<file path="config.mk">
export PLATFORM = sky130hd
export DESIGN_NAME = lpr_box_ctrl
export DESIGN_NICKNAME = d
export VERILOG_FILES = /design/src/rtl/lpr_pkg.sv /design/src/rtl/lpr_box_divider.sv /design/src/rtl/lpr_box_ctrl.sv
export SDC_FILE = /design/constraint.sdc
export NUM_CORES = 1
export LEC_CHECK = 0
export ABC_AREA = 1
export CAP_MARGIN = 20
export CORE_UTILIZATION = 54
export CTS_CLUSTER_SIZE = 30
export DETAILED_ROUTE_END_ITERATION = 10
export PLACE_DENSITY = 0.77
export SLEW_MARGIN = 20
export SYNTH_ARGS = -nofsm -noshare
export SYNTH_HDL_FRONTEND = slang
export SYNTH_SLANG_ARGS = --single-unit
</file>
<file path="constraint.sdc">
create_clock -name pixelclk -period 6.9 [get_ports pixelclk]
set_clock_uncertainty 0.05 [all_clocks]
set_input_delay 1.38 -clock pixelclk [delete_from_list [all_inputs] [get_ports pixelclk]]
set_output_delay 1.38 -clock pixelclk [all_outputs]
set_load 0.01 [all_outputs]
</file>
<file path="src/rtl/lpr_pkg.sv">
// Shared types and constants for the plate-boundary overlay controller.
package lpr_pkg;

   localparam int COORD_W  = 12;

   // Fixed-point thirds: x*85>>8 ~ x/3, x*171>>8 ~ 2x/3.
   localparam int THIRD1   = 85;
   localparam int THIRD2   = 171;
   localparam int THIRD_SH = 8;

   typedef enum logic [1:0] {
      EMPTY = 2'd0,
      SHOW  = 2'd1,
      HOLD  = 2'd2
   } state_t;

endpackage

</file>
<file path="src/rtl/lpr_box_divider.sv">
// Combinational centre / thirds lines for a box; results always lie inside the box.
module lpr_box_divider
   import lpr_pkg::*;
#(
   parameter int W = lpr_pkg::COORD_W
) (
   input  logic [W-1:0] hl_i,
   input  logic [W-1:0] hr_i,
   input  logic [W-1:0] vl_i,
   input  logic [W-1:0] vr_i,
   output logic [W-1:0] h2_o,
   output logic [W-1:0] v3_o,
   output logic [W-1:0] v5_o
);

   logic [W-1:0] dh, dv;
   logic [W+7:0] p3, p5, s3, s5;

   assign dh = hr_i - hl_i;
   assign dv = vr_i - vl_i;
   assign p3 = {8'd0, dv} * (W+8)'(THIRD1);
   assign p5 = {8'd0, dv} * (W+8)'(THIRD2);
   assign s3 = p3 >> THIRD_SH;
   assign s5 = p5 >> THIRD_SH;

   assign h2_o = hl_i + (dh >> 1);
   assign v3_o = vl_i + s3[W-1:0];
   assign v5_o = vl_i + s5[W-1:0];

endmodule

</file>
<file path="src/rtl/lpr_box_ctrl.sv">
// Plate-box overlay controller: validates candidates, buffers one pending box,
// commits it at frame start, and holds a stale box for HOLD_FRAMES frames.
module lpr_box_ctrl
   import lpr_pkg::*;
#(
   parameter int   COORD_W     = lpr_pkg::COORD_W,
   parameter int   H_ACT       = 1920,
   parameter int   V_ACT       = 1080,
   parameter int   HOLD_FRAMES = 8,
   parameter logic VS_POL      = 1'b1
) (
   input  logic               pixelclk,
   input  logic               reset_n,
   input  logic               en,
   input  logic               i_vsync,
   input  logic               s_valid,
   output logic               s_ready,
   input  logic [COORD_W-1:0] s_hl,
   input  logic [COORD_W-1:0] s_hr,
   input  logic [COORD_W-1:0] s_vl,
   input  logic [COORD_W-1:0] s_vr,
   output logic [COORD_W-1:0] hcount_l,
   output logic [COORD_W-1:0] hcount_r,
   output logic [COORD_W-1:0] vcount_l,
   output logic [COORD_W-1:0] vcount_r,
   output logic [COORD_W-1:0] h2,
   output logic [COORD_W-1:0] v3,
   output logic [COORD_W-1:0] v5,
   output logic               box_active,
   output logic [7:0]         rej_cnt
);

   localparam int MW = (HOLD_FRAMES > 0) ? $clog2(HOLD_FRAMES + 1) : 1;

   state_t             state_q, state_d;
   logic               vs_q;
   logic               fs, acc, cand_ok;
   logic [MW-1:0]      miss_q, miss_d;
   logic [7:0]         rej_q, rej_d;
   logic               pend_v_q, pend_v_d;
   logic [COORD_W-1:0] p_hl_q, p_hr_q, p_vl_q, p_vr_q;
   logic [COORD_W-1:0] p_hl_d, p_hr_d, p_vl_d, p_vr_d;
   logic [COORD_W-1:0] hl_q, hr_q, vl_q, vr_q, h2_q, v3_q, v5_q;
   logic [COORD_W-1:0] hl_d, hr_d, vl_d, vr_d, h2_d, v3_d, v5_d;
   logic [COORD_W-1:0] dv_h2, dv_v3, dv_v5;

   assign fs      = (i_vsync == VS_POL) && (vs_q != VS_POL);
   assign s_ready = en && !fs;
   assign acc     = s_valid && s_ready;
   assign cand_ok = (s_hl < s_hr) && (s_vl < s_vr)
                 && ({1'b0, s_hr} < (COORD_W+1)'(H_ACT))
                 && ({1'b0, s_vr} < (COORD_W+1)'(V_ACT));

   // Division lines are derived from the pending box so they land with it at commit.
   lpr_box_divider #(.W(COORD_W)) u_div (
      .hl_i (p_hl_q), .hr_i (p_hr_q), .vl_i (p_vl_q), .vr_i (p_vr_q),
      .h2_o (dv_h2),  .v3_o (dv_v3),  .v5_o (dv_v5)
   );

   // Next-state: enable override, frame-start commit/hold/blank, else candidate intake.
   always_comb begin
      state_d  = state_q;
      miss_d   = miss_q;
      rej_d    = rej_q;
      pend_v_d = pend_v_q;
      p_hl_d = p_hl_q; p_hr_d = p_hr_q; p_vl_d = p_vl_q; p_vr_d = p_vr_q;
      hl_d = hl_q; hr_d = hr_q; vl_d = vl_q; vr_d = vr_q;
      h2_d = h2_q; v3_d = v3_q; v5_d = v5_q;
      if (!en) begin
         state_d  = EMPTY;
         miss_d   = '0;
         pend_v_d = 1'b0;
         hl_d = '0; hr_d = '0; vl_d = '0; vr_d = '0;
         h2_d = '0; v3_d = '0; v5_d = '0;
      end else if (fs) begin
         if (pend_v_q) begin
            hl_d = p_hl_q; hr_d = p_hr_q; vl_d = p_vl_q; vr_d = p_vr_q;
            h2_d = dv_h2;  v3_d = dv_v3;  v5_d = dv_v5;
            state_d  = SHOW;
            miss_d   = '0;
            pend_v_d = 1'b0;
         end else if (state_q != EMPTY) begin
            if (miss_q == MW'(HOLD_FRAMES)) begin
               hl_d = '0; hr_d = '0; vl_d = '0; vr_d = '0;
               h2_d = '0; v3_d = '0; v5_d = '0;
               state_d = EMPTY;
            end else begin
               miss_d  = miss_q + 1'b1;
               state_d = HOLD;
            end
         end
      end else if (acc) begin
         if (cand_ok) begin
            p_hl_d = s_hl; p_hr_d = s_hr; p_vl_d = s_vl; p_vr_d = s_vr;
            pend_v_d = 1'b1;
         end else if (rej_q != 8'hFF) begin
            rej_d = rej_q + 8'd1;
         end
      end
   end

   // State and datapath registers; vsync history resets to the inactive level.
   always_ff @(posedge pixelclk or negedge reset_n) begin
      if (!reset_n) begin
         vs_q     <= ~VS_POL;
         state_q  <= EMPTY;
         miss_q   <= '0;
         rej_q    <= '0;
         pend_v_q <= 1'b0;
         p_hl_q <= '0; p_hr_q <= '0; p_vl_q <= '0; p_vr_q <= '0;
         hl_q <= '0; hr_q <= '0; vl_q <= '0; vr_q <= '0;
         h2_q <= '0; v3_q <= '0; v5_q <= '0;
      end else begin
         vs_q     <= i_vsync;
         state_q  <= state_d;
         miss_q   <= miss_d;
         rej_q    <= rej_d;
         pend_v_q <= pend_v_d;
         p_hl_q <= p_hl_d; p_hr_q <= p_hr_d; p_vl_q <= p_vl_d; p_vr_q <= p_vr_d;
         hl_q <= hl_d; hr_q <= hr_d; vl_q <= vl_d; vr_q <= vr_d;
         h2_q <= h2_d; v3_q <= v3_d; v5_q <= v5_d;
      end
   end

   assign hcount_l   = hl_q;
   assign hcount_r   = hr_q;
   assign vcount_l   = vl_q;
   assign vcount_r   = vr_q;
   assign h2         = h2_q;
   assign v3         = v3_q;
   assign v5         = v5_q;
   assign box_active = (state_q != EMPTY);
   assign rej_cnt    = rej_q;

endmodule

</file>
* After elaboration in Yosys (flattened, before gate mapping) *
Cells that the tools add are included.

operators by class
  add/subtract/negate cells = 7
  $mul = 2
  magnitude comparators = 4
  eq/ne operators = 8
  multiplexer cells = 37
  bitwise gates (word level) = 3
  reductions and logical operators = 14

operator list
  operator               count
  $mux 12                23
  $add 12x11->12         2
  $lt 12x11->1 const B   2
  $lt 12x12->1           2
  $sub 12x12->12         2
  $mul 12x8->20 const B  1
  $mux 4                 5
  $mul 12x7->19 const B  1
  $add 12x12->12         1
  $ne 3x1->1 const B     4
  $mux 2                 5
  $add 8x1->8 const B    1
  $ne 8x8->1 const B     1
  $logic_and 1x1->1      6
  $reduce_and 3->1       2
  $reduce_and 5->1       1
  $add 4x1->4 const B    1
  $eq 4x4->1 const B     1
  $mux 1                 4
  $reduce_and 2->1       2
  $reduce_and 4->1       1
  $ne 3x3->1 const B     1
  $not 1->1              3
  $ne 2x1->1 const B     1
  2 further kinds        2

storage, ports and cells
  bits in registers = 148
  bits of input ports = 53
  output and inout bits = 94
  logic and storage cells = 91

* Logic depth before layout (Yosys ltp) *
Gate-level depths: netlist of run 1.

  word-level depth = 8
  depth in mapped cells = 38
  depth with buffers taken out = 38

* Hierarchy *
From an unflattened synthesis of run 1, not the netlist that was laid out.

second synthesis, totals
  cell total of the unflattened synthesis = 1,581
  area, all modules = 12,330.6 um^2

by module, submodules not included
  module           instances  cells an instance  area each (um^2)  sequential area each (um^2)
  lpr_box_ctrl     1          826                7,065.5           3,703.6
  lpr_box_divider  1          755                5,265.0           0.0

* Worst setup path before layout of run 1 *
No wires, ideal clock.

  path kind = reg2reg
  from = reg p_vl_q[2]
  to = reg v5_q[10] (netlist: v5[10])
  setup time = 0.117 ns
  arrival = 5.888 ns
  data required time = 6.733 ns
  path slack = 0.845 ns
  cell stages (with the launch flop) = 31
  buffers on the path = 0
  clock period less this slack = 6.055 ns
  cell sequence = dfrtp_1 -> inv_1 -> ha_1 -> inv_1 -> nor3_1 -> a21oi_1 -> o21ai_0 -> xor2_1 -> inv_1 -> ha_1 -> inv_1 -> fa_1 -> fa_1 -> fa_1 -> inv_1 -> ha_1 -> nand2_1 -> nor2_1 -> nand3_1 -> o21ai_0 -> xor2_1 -> ha_1 -> nand2_1 -> o21a_1 -> nand2_1 -> nand2_1 -> nand2_1 -> a21oi_1 -> or2_2 -> nand3_1 -> nand2_1

between the ends
  word-level cells in the longest chain between the ends = 6

RTL lines
  element                 line                   RTL
  from (decl)             lpr_box_ctrl.sv:41     logic [COORD_W-1:0] p_hl_q, p_hr_q, p_vl_q, p_vr_q;
  from (signal assigned)  lpr_box_ctrl.sv:119    p_hl_q <= p_hl_d; p_hr_q <= p_hr_d; p_vl_q <= p_vl_d; p_vr_q <= p_vr_d;
  $sub 12x12->12          lpr_box_divider.sv:20  assign dv = vr_i - vl_i;
  $mul 12x8->20           lpr_box_divider.sv:22  assign p5 = {8'd0, dv} * (W+8)'(THIRD2);
  $add 12x12->12 (*)      lpr_box_divider.sv:28  assign v5_o = vl_i + s5[W-1:0];
  $mux 12 (*)             lpr_box_ctrl.sv:76     if (pend_v_q) begin
  $mux 12 (*)             lpr_box_ctrl.sv:75     end else if (fs) begin
  $mux 12 (*)             lpr_box_ctrl.sv:69     if (!en) begin
  to (signal assigned)    lpr_box_ctrl.sv:112    h2_q <= '0; v3_q <= '0; v5_q <= '0;
  to (signal assigned)    lpr_box_ctrl.sv:121    h2_q <= h2_d; v3_q <= v3_d; v5_q <= v5_d;
  to (decl)               lpr_box_ctrl.sv:43     logic [COORD_W-1:0] hl_q, hr_q, vl_q, vr_q, h2_q, v3_q, v5_q;

Mark *: on every way between the ends. The rest lies on a longest branch, timed or not. The select of a mux whose other input is x is not followed.
A chain may end at the register's enable or synchronous reset.

* Worst setup path after layout of run 1 *
  from = reg p_vl_q[6]
  to = reg v3_q[11] (netlist: v3[11])

between the ends
  word-level cells in the longest chain between the ends = 6

RTL lines
  element               line                   RTL
  $sub 12x12->12        lpr_box_divider.sv:20
  $mul 12x7->19         lpr_box_divider.sv:21  assign p3 = {8'd0, dv} * (W+8)'(THIRD1);
  $add 12x11->12 (*)    lpr_box_divider.sv:27  assign v3_o = vl_i + s3[W-1:0];
  $mux 12 (*)           lpr_box_ctrl.sv:76
  $mux 12 (*)           lpr_box_ctrl.sv:75
  $mux 12 (*)           lpr_box_ctrl.sv:69
  to (signal assigned)  lpr_box_ctrl.sv:112
  to (signal assigned)  lpr_box_ctrl.sv:121
  to (decl)             lpr_box_ctrl.sv:43

Marked as above.

==> key figures, run 1 <==
Place
  – RePlAce Congestion: 0.972
  – Setup WS pre-CTS: 0.0701 ns
  – Instance count after placement with tap cells included: 1821
  – Number of input and output port buffers inserted: 146
  – Placed Area: 0.0132 mm2
  – Detailed-placement wirelength estimate: 23700 um

Clock network
  – Root Driver: clkbuf_16
  – Total clock buffers created by CTS: 17
  – Clock-pin slew reported for the worst setup and hold paths after clock tree synthesis: 0.07 ns
  – CTS tree: built
  – Clock Path Buffers: 2
  – Post-CTS Hold Buffers: 0
  – Latest clock arrival within the worst-skew pair: 0.44 ns
  – Sink count of the clock tree: 148
  – H-Tree Depth: 4

Worst setup path
  – Critical path class: reg -> reg
  – Maximum fanout along the worst path: 9
  – Arrival time at the worst endpoint: 6.79 ns
  – Crit. End Element: flop
  – Largest delay contributor family on the critical path: adder cells
  – Required time reported for the critical path endpoint: 7.16 ns
  – Combined buffer and inverter count along the critical path: 5
  – Startpoint kind of the worst setup timing path: flop
  – Most frequent cell on the critical path: nand2_1
  – Largest stage delay on the critical path: 0.53 ns
  – Slowest-stage cell, CP: fa_1

STA
  – Tcrit/Tclk final: 0.946
  – Final hold violations: 0
  – Unrepaired setup endpoints after global routing: no
  – Number of max-slew violations in the final report: 0
  – Max_slew headroom: 0.475
  – Final setup violating endpoints: 0
  – Maximum clock rate: 153 MHz
  – Final min period: 6.52 ns
  – Setup slack after layout: 0.376 ns
  – Tightest Pin Transition: 0.787 ns

Cells and area
  – Area growth from synthesis to layout: 21.0%
  – Final instance area: 0.0138 mm2
  – Final core utilization: 0.674
  – Total inserted antenna cells: 0
  – Number of standard cells in the final layout excluding fillers: 1857
  – Nets: 1813
  – Fraction of final layout cells with drive strength greater than 1: 0.0536

Drt
  – Wire per inst: 16.3 um
  – Pre-antenna DRT Iters: 7
  – Number of violations reported at the end of detailed-routing iteration 0: 765
  – Overall routed net length: 30300 um
  – Number of antenna-violating nets in the routed design: 0
  – Total DRC errors in the routed layout: 0
  – Vias: 10.0k
  – Vias per std cell: 5.40

Worst hold path
  – Hold Crit Class: reg -> reg

Synthesis
  – Cell count after synthesis: 1422
  – Synth area leaders: dfrtp_1 32%, ha_1 16%, nand2_1 12%, inv_1 7.7%, fa_1 6.3%
  – Count of different cell masters after synthesis: 45
  – Per-instance average area after synthesis: 8.03 um2
  – Count of state elements after synthesis: 148
  – Synthesized cell area: 0.0114 mm2
  – Register area share after synthesis: 0.324
  – Number of synthesis warnings: 0
  – Cell taking the most area after synthesis: dfrtp_1
  – Yosys top cell area share: 0.324
  – Primary flip-flop cell chosen by synthesis mapping: dfrtp_1
  – Share of synthesized registers carrying an async set or reset: 1.00
  – EDFF count, synth: 0
  – Net Count, Synth: 1661

Floorplanning
  – Overall die height: 147 um
  – Placement Rows: 52
  – I/O Pins: 147
  – Floorplan die area: 0.0217 mm2
  – Starting utilization of the core area: 0.557
  – DIE WIDTH: 147 um
  – Core region area: 0.0205 mm2

Global routing
  – Via count of the first global-routing pass: 9628
  – Pin count of the biggest net entering global routing: 89
  – Total congestion overflow: 0
  – First-pass GRT wire length: 49000 um
  – Total global routing track utilization: 0.289
  – Number of antenna violations at the first check in global routing: 0

Job
  – Max-cap violations: 0

Run status
  – Outcome: finished, final reports clean
## final timing paths
check	from	endpoint	slack, ns	cells after the start
min	v3[9]$_DFFE_PN0P_	v3[9]$_DFFE_PN0P_	0.43	2
min in group asynchronous	reset_n	vs_q$_DFF_PN0_	0.96	1
min reg2reg	v3[9]$_DFFE_PN0P_	v3[9]$_DFFE_PN0P_	0.43	2
max reg2reg	p_vl_q[6]$_DFFE_PN0P_	v3[11]$_DFFE_PN0P_	0.38	31
max	p_vl_q[6]$_DFFE_PN0P_	v3[11]$_DFFE_PN0P_	0.38	31
max in group asynchronous	reset_n	p_vl_q[1]$_DFFE_PN0P_	4.50	2
## cell families after synthesis
logic type,count (synthesis),share of synthesized area
compound gates,260,0.134
flops,148,0.324
simple gates,511,0.183
fa+ha+maj,186,0.227
buf+inv,267,0.0925
xor+xnor,50,0.0383
## through the flow
stage	hold slack (ns)	TNS, ns
after floorplan	0.401	0
after global placement	0.413	-0.0294
after detailed placement	0.419	0
after CTS	0.437	0
after global routing	0.456	0
final	0.431	0
## synthesized netlist by cell type (11+ instances only)
library cell and instances:
nor3_1 11, nand3_1 46, a21oi_1 81, xnor2_1 14, xor2_1 36, a22o_1 29, o21ai_1 29, dfrtp_1 148
inv_1 235, fa_1 36, nor2_1 54, ha_1 150, nand2_1 371, o21ai_0 75
## state kept, by name, indices dropped and copies added, names as in the netlist, 12 cells and up
name	flops
p_vl_q	12
h2	12
v5	12
vcount_r	12
p_hl_q	12
p_vr_q	12
vcount_l	12
v3	12
hcount_l	12
hcount_r	12
p_hr_q	12
## routing by layer
layer	wire length [um]	track usage	vias to the layer above
met4	515	0.0722	0
li1	-	-	4916
met2	13500	0.454	329
met1	14200	0.408	4747
met5	0	0	-
met3	2140	0.0580	39
## cell type report
cell class / instances / area [um2]
Clock buffer: 18 / 439
Clock inverter: 14 / 155
Fill cell: 1736 / 6680
Inverter: 238 / 897
Multi-Input combinational cell: 1007 / 6700
Sequential cell: 148 / 3710
Tap cell: 270 / 338
Timing Repair Buffer: 162 / 1580
## worst reg2reg max path, delay by kind of cell (launching register included)
family / cells / cell delay (ns)
and+or+nand+nor: 14 / 2.19
buffers and inverters: 5 / 0.43
adders and majority gates: 7 / 2.48
DFF: 1 / 0.50
AOI/OAI and AO/OA: 4 / 0.63
xor gates and xnor gates: 1 / 0.14
## what timing repair did
action	in CTS	in global routing
setup endpoints to repair	1	9
gates resized for setup	1	15
cloned	0	0
pin swaps	0	1
setup buffers	0	4
## placed cells by master (no fill, tap or decap), drive strengths merged
cell type / n
a31oi: 9
o211ai: 2
nor3b: 2
nand3: 46
nand3b: 1
a22o: 29
buf: 17
nor3: 12
o2111ai: 3
nand4: 7
a21boi: 3
or2: 6
a21oi: 81
nand2: 372
o31ai: 3
o21ai: 106
inv: 247
a21o: 6
nor2: 59
and2: 2
clkinvlp: 1
clkdlybuf4s50: 145
o311ai: 1
o21bai: 10
nor4: 1
clkbuf: 18
xor2: 36
a31o: 1
ha: 150
clkinv: 4
o21a: 6
dfrtp: 148
fa: 36
nand2b: 3
xnor2: 14
Power of run 1 is not shown: default switching activity piles up to over one toggle a cycle in this logic, so the estimate is an artifact.
==> run 2: changes to the inputs <==
--- a/config.mk
+++ b/config.mk
@@ -7,9 +7,11 @@
 export LEC_CHECK = 0
 export ABC_AREA = 1
 export CAP_MARGIN = 20
+export CORE_MARGIN = 2
 export CORE_UTILIZATION = 54
 export CTS_CLUSTER_SIZE = 30
 export DETAILED_ROUTE_END_ITERATION = 10
+export HOLD_SLACK_MARGIN = 0.15
 export PLACE_DENSITY = 0.77
 export SLEW_MARGIN = 20
 export SYNTH_ARGS = -nofsm -noshare
==> run 2 against run 1 <==
Core utilization down 1.3 points. Die area up 2.7%. Sequential share of layout area about the same. Critical path type unchanged. Highest routed layer unchanged.
==> key figures, run 2 (synthesis results as in run 1) <==
Cells and area
  – Most frequent cells in the layout: 371 x nand2_1, 234 x inv_1, 149 x ha_1
  – Total inserted antenna cells: 0
  – Area growth from synthesis to layout: 21.0%
  – Area occupied by registers: 0.00371 mm2
  – Number of standard cells in the final layout excluding fillers: 1859
  – Nets: 1810
  – Final core utilization: 0.661
  – Commonest non-fill, non-tap cell in the layout: nand2_1
  – Number of fill cells in the layout: 1784
  – Area of combinational cells with multiple inputs: 0.00670 mm2
  – Fraction of final layout cells with drive strength greater than 1: 0.0480

Clock network
  – Post-CTS Hold Buffers: 0
  – Total clock buffers created by CTS: 17
  – Number of setup buffers added after CTS: 0
  – Latest clock arrival within the worst-skew pair: 0.43 ns
  – CTS tree: built
  – Clock Path Buffers: 2
  – Sink count of the clock tree: 148
  – H-Tree Depth: 4
  – Root Driver: clkbuf_16
  – Clock-pin slew reported for the worst setup and hold paths after clock tree synthesis: 0.07 ns

Floorplanning
  – DIE WIDTH: 149 um
  – Overall die height: 149 um
  – Placement Rows: 53
  – Core region area: 0.0209 mm2
  – Floorplan die area: 0.0223 mm2
  – I/O Pins: 147
  – Starting utilization of the core area: 0.547

Global routing
  – Global routing met3 resource utilization: 0.0625
  – Pin count of the biggest net entering global routing: 91
  – First-pass GRT wire length: 50100 um
  – Most utilized layer in the global route result: met2
  – Via count of the first global-routing pass: 9927
  – Global routing met1 resource utilization: 0.406
  – Number of antenna violations at the first check in global routing: 0
  – Total global routing track utilization: 0.288
  – Met2 Resource Use GR: 0.445
  – Total congestion overflow: 0

Place
  – Detailed-placement wirelength estimate: 24200 um
  – Number of input and output port buffers inserted: 146
  – RePlAce Congestion: 0.980
  – Instance count after placement with tap cells included: 1827

STA
  – Tcrit/Tclk final: 0.938
  – Number of max-slew violations in the final report: 0
  – Final min period: 6.47 ns
  – Maximum clock rate: 154 MHz
  – Unrepaired setup endpoints after global routing: no
  – Total negative setup slack: 0 ns
  – Max_slew headroom: 0.452
  – Tightest Pin Transition: 0.822 ns
  – Final setup violating endpoints: 0
  – Final hold violations: 0

Drt
  – Total DRC errors in the routed layout: 0
  – Number of violations reported at the end of detailed-routing iteration 0: 813
  – Number of antenna-violating nets in the routed design: 0
  – Vias per std cell: 5.38
  – Overall routed net length: 31000 um
  – Wire per inst: 16.7 um
  – Vias: 9993
  – Pre-antenna DRT Iters: 8

Worst setup path
  – Reg-to-Reg End: v5[10]$_DFFE_PN0P_
  – Largest stage delay on the critical path: 0.56 ns
  – Startpoint kind of the worst setup timing path: flop
  – Maximum fanout along the worst path: 5
  – Critical path class: reg -> reg
  – Arrival time at the worst endpoint: 6.75 ns
  – Most frequent cell on the critical path: nand2_1
  – Critical register-to-register path startpoint: p_vl_q[4]$_DFFE_PN0P_
  – Crit. End Element: flop
  – Slowest-stage cell, CP: fa_1
  – Depth of the worst register-to-register path: 30
  – Required time reported for the critical path endpoint: 7.17 ns
  – Setup slack of the most critical reg-to-reg path: 0.43 ns

Worst hold path
  – Worst Hold End: v3[7]$_DFFE_PN0P_
  – Hold Crit Class: reg -> reg
  – Hold Crit Start: v3[7]$_DFFE_PN0P_
  – Hold Path Cell Cnt: 2

Job
  – Max-cap violations: 0

Run status
  – Outcome: finished, final reports clean
run 2: metal layers:
metal | up-vias | part of all wire
met5 | - | 0
met4 | 0 | 0.022
met3 | 53 | 0.067
met2 | 315 | 0.44
met1 | 4729 | 0.47
li1 | 4896 | -
run 2: final cells by class:
class | instances | area share
multi-input combinational | 1007 | 0.485
timing repair buffer | 159 | 0.113
clock buffer | 17 | 0.0308
sequential | 148 | 0.268
clock inverter | 15 | 0.0139
inverter | 238 | 0.0647
tap | 275 | 0.0249
run 2: what timing repair did:
| action | in CTS | in global routing |
|---|---|---|
| resized for setup | 0 | 12 |
| endpoints found under the hold margin | 0 | 0 |
| endpoints found under the setup margin | 0 | 5 |
run 2: worst max path at each step:
stage                           from            endpoint  slack, ns  depth (start not counted)
2_1_floorplan  p_vl_q[2]$_DFFE_PN0P_  v5[10]$_DFFE_PN0P_       0.84                         30
3_3_place_gp   p_vl_q[4]$_DFFE_PN0P_  v5[10]$_DFFE_PN0P_       0.13                         30
3_5_place_dp   p_vl_q[4]$_DFFE_PN0P_  v5[10]$_DFFE_PN0P_       0.19                         30
4_1_cts        p_vl_q[4]$_DFFE_PN0P_  v5[10]$_DFFE_PN0P_       0.15                         30
5_1_grt        p_vl_q[4]$_DFFE_PN0P_  v5[10]$_DFFE_PN0P_       0.02                         30
6_report       p_vl_q[4]$_DFFE_PN0P_  v5[10]$_DFFE_PN0P_       0.43                         30
run 2: per-stage QoR:
step / hold WS [ns] / instance area, um2 / setup WS, ns
5_1_grt: 0.449 / 13800 / 0.0192
3_5_place_dp: 0.417 / 13200 / 0.191
4_1_cts: 0.435 / 13800 / 0.149
2_1_floorplan: 0.401 / 11400 / 0.845
3_3_place_gp: 0.414 / 13200 / 0.128
6_report: 0.431 / 13800 / 0.425
run 2: critical path, delay by kind of cell, from the launching register on:
kind,cells,cell delay [ns]
adders and majority gates,7,2.96
xor gates and xnor gates,2,0.40
and+or+nand+nor,10,1.05
AOI/OAI and AO/OA,7,1.11
buffers and inverters,4,0.33
DFF,1,0.46
Power of run 2 is left out for the same reason.
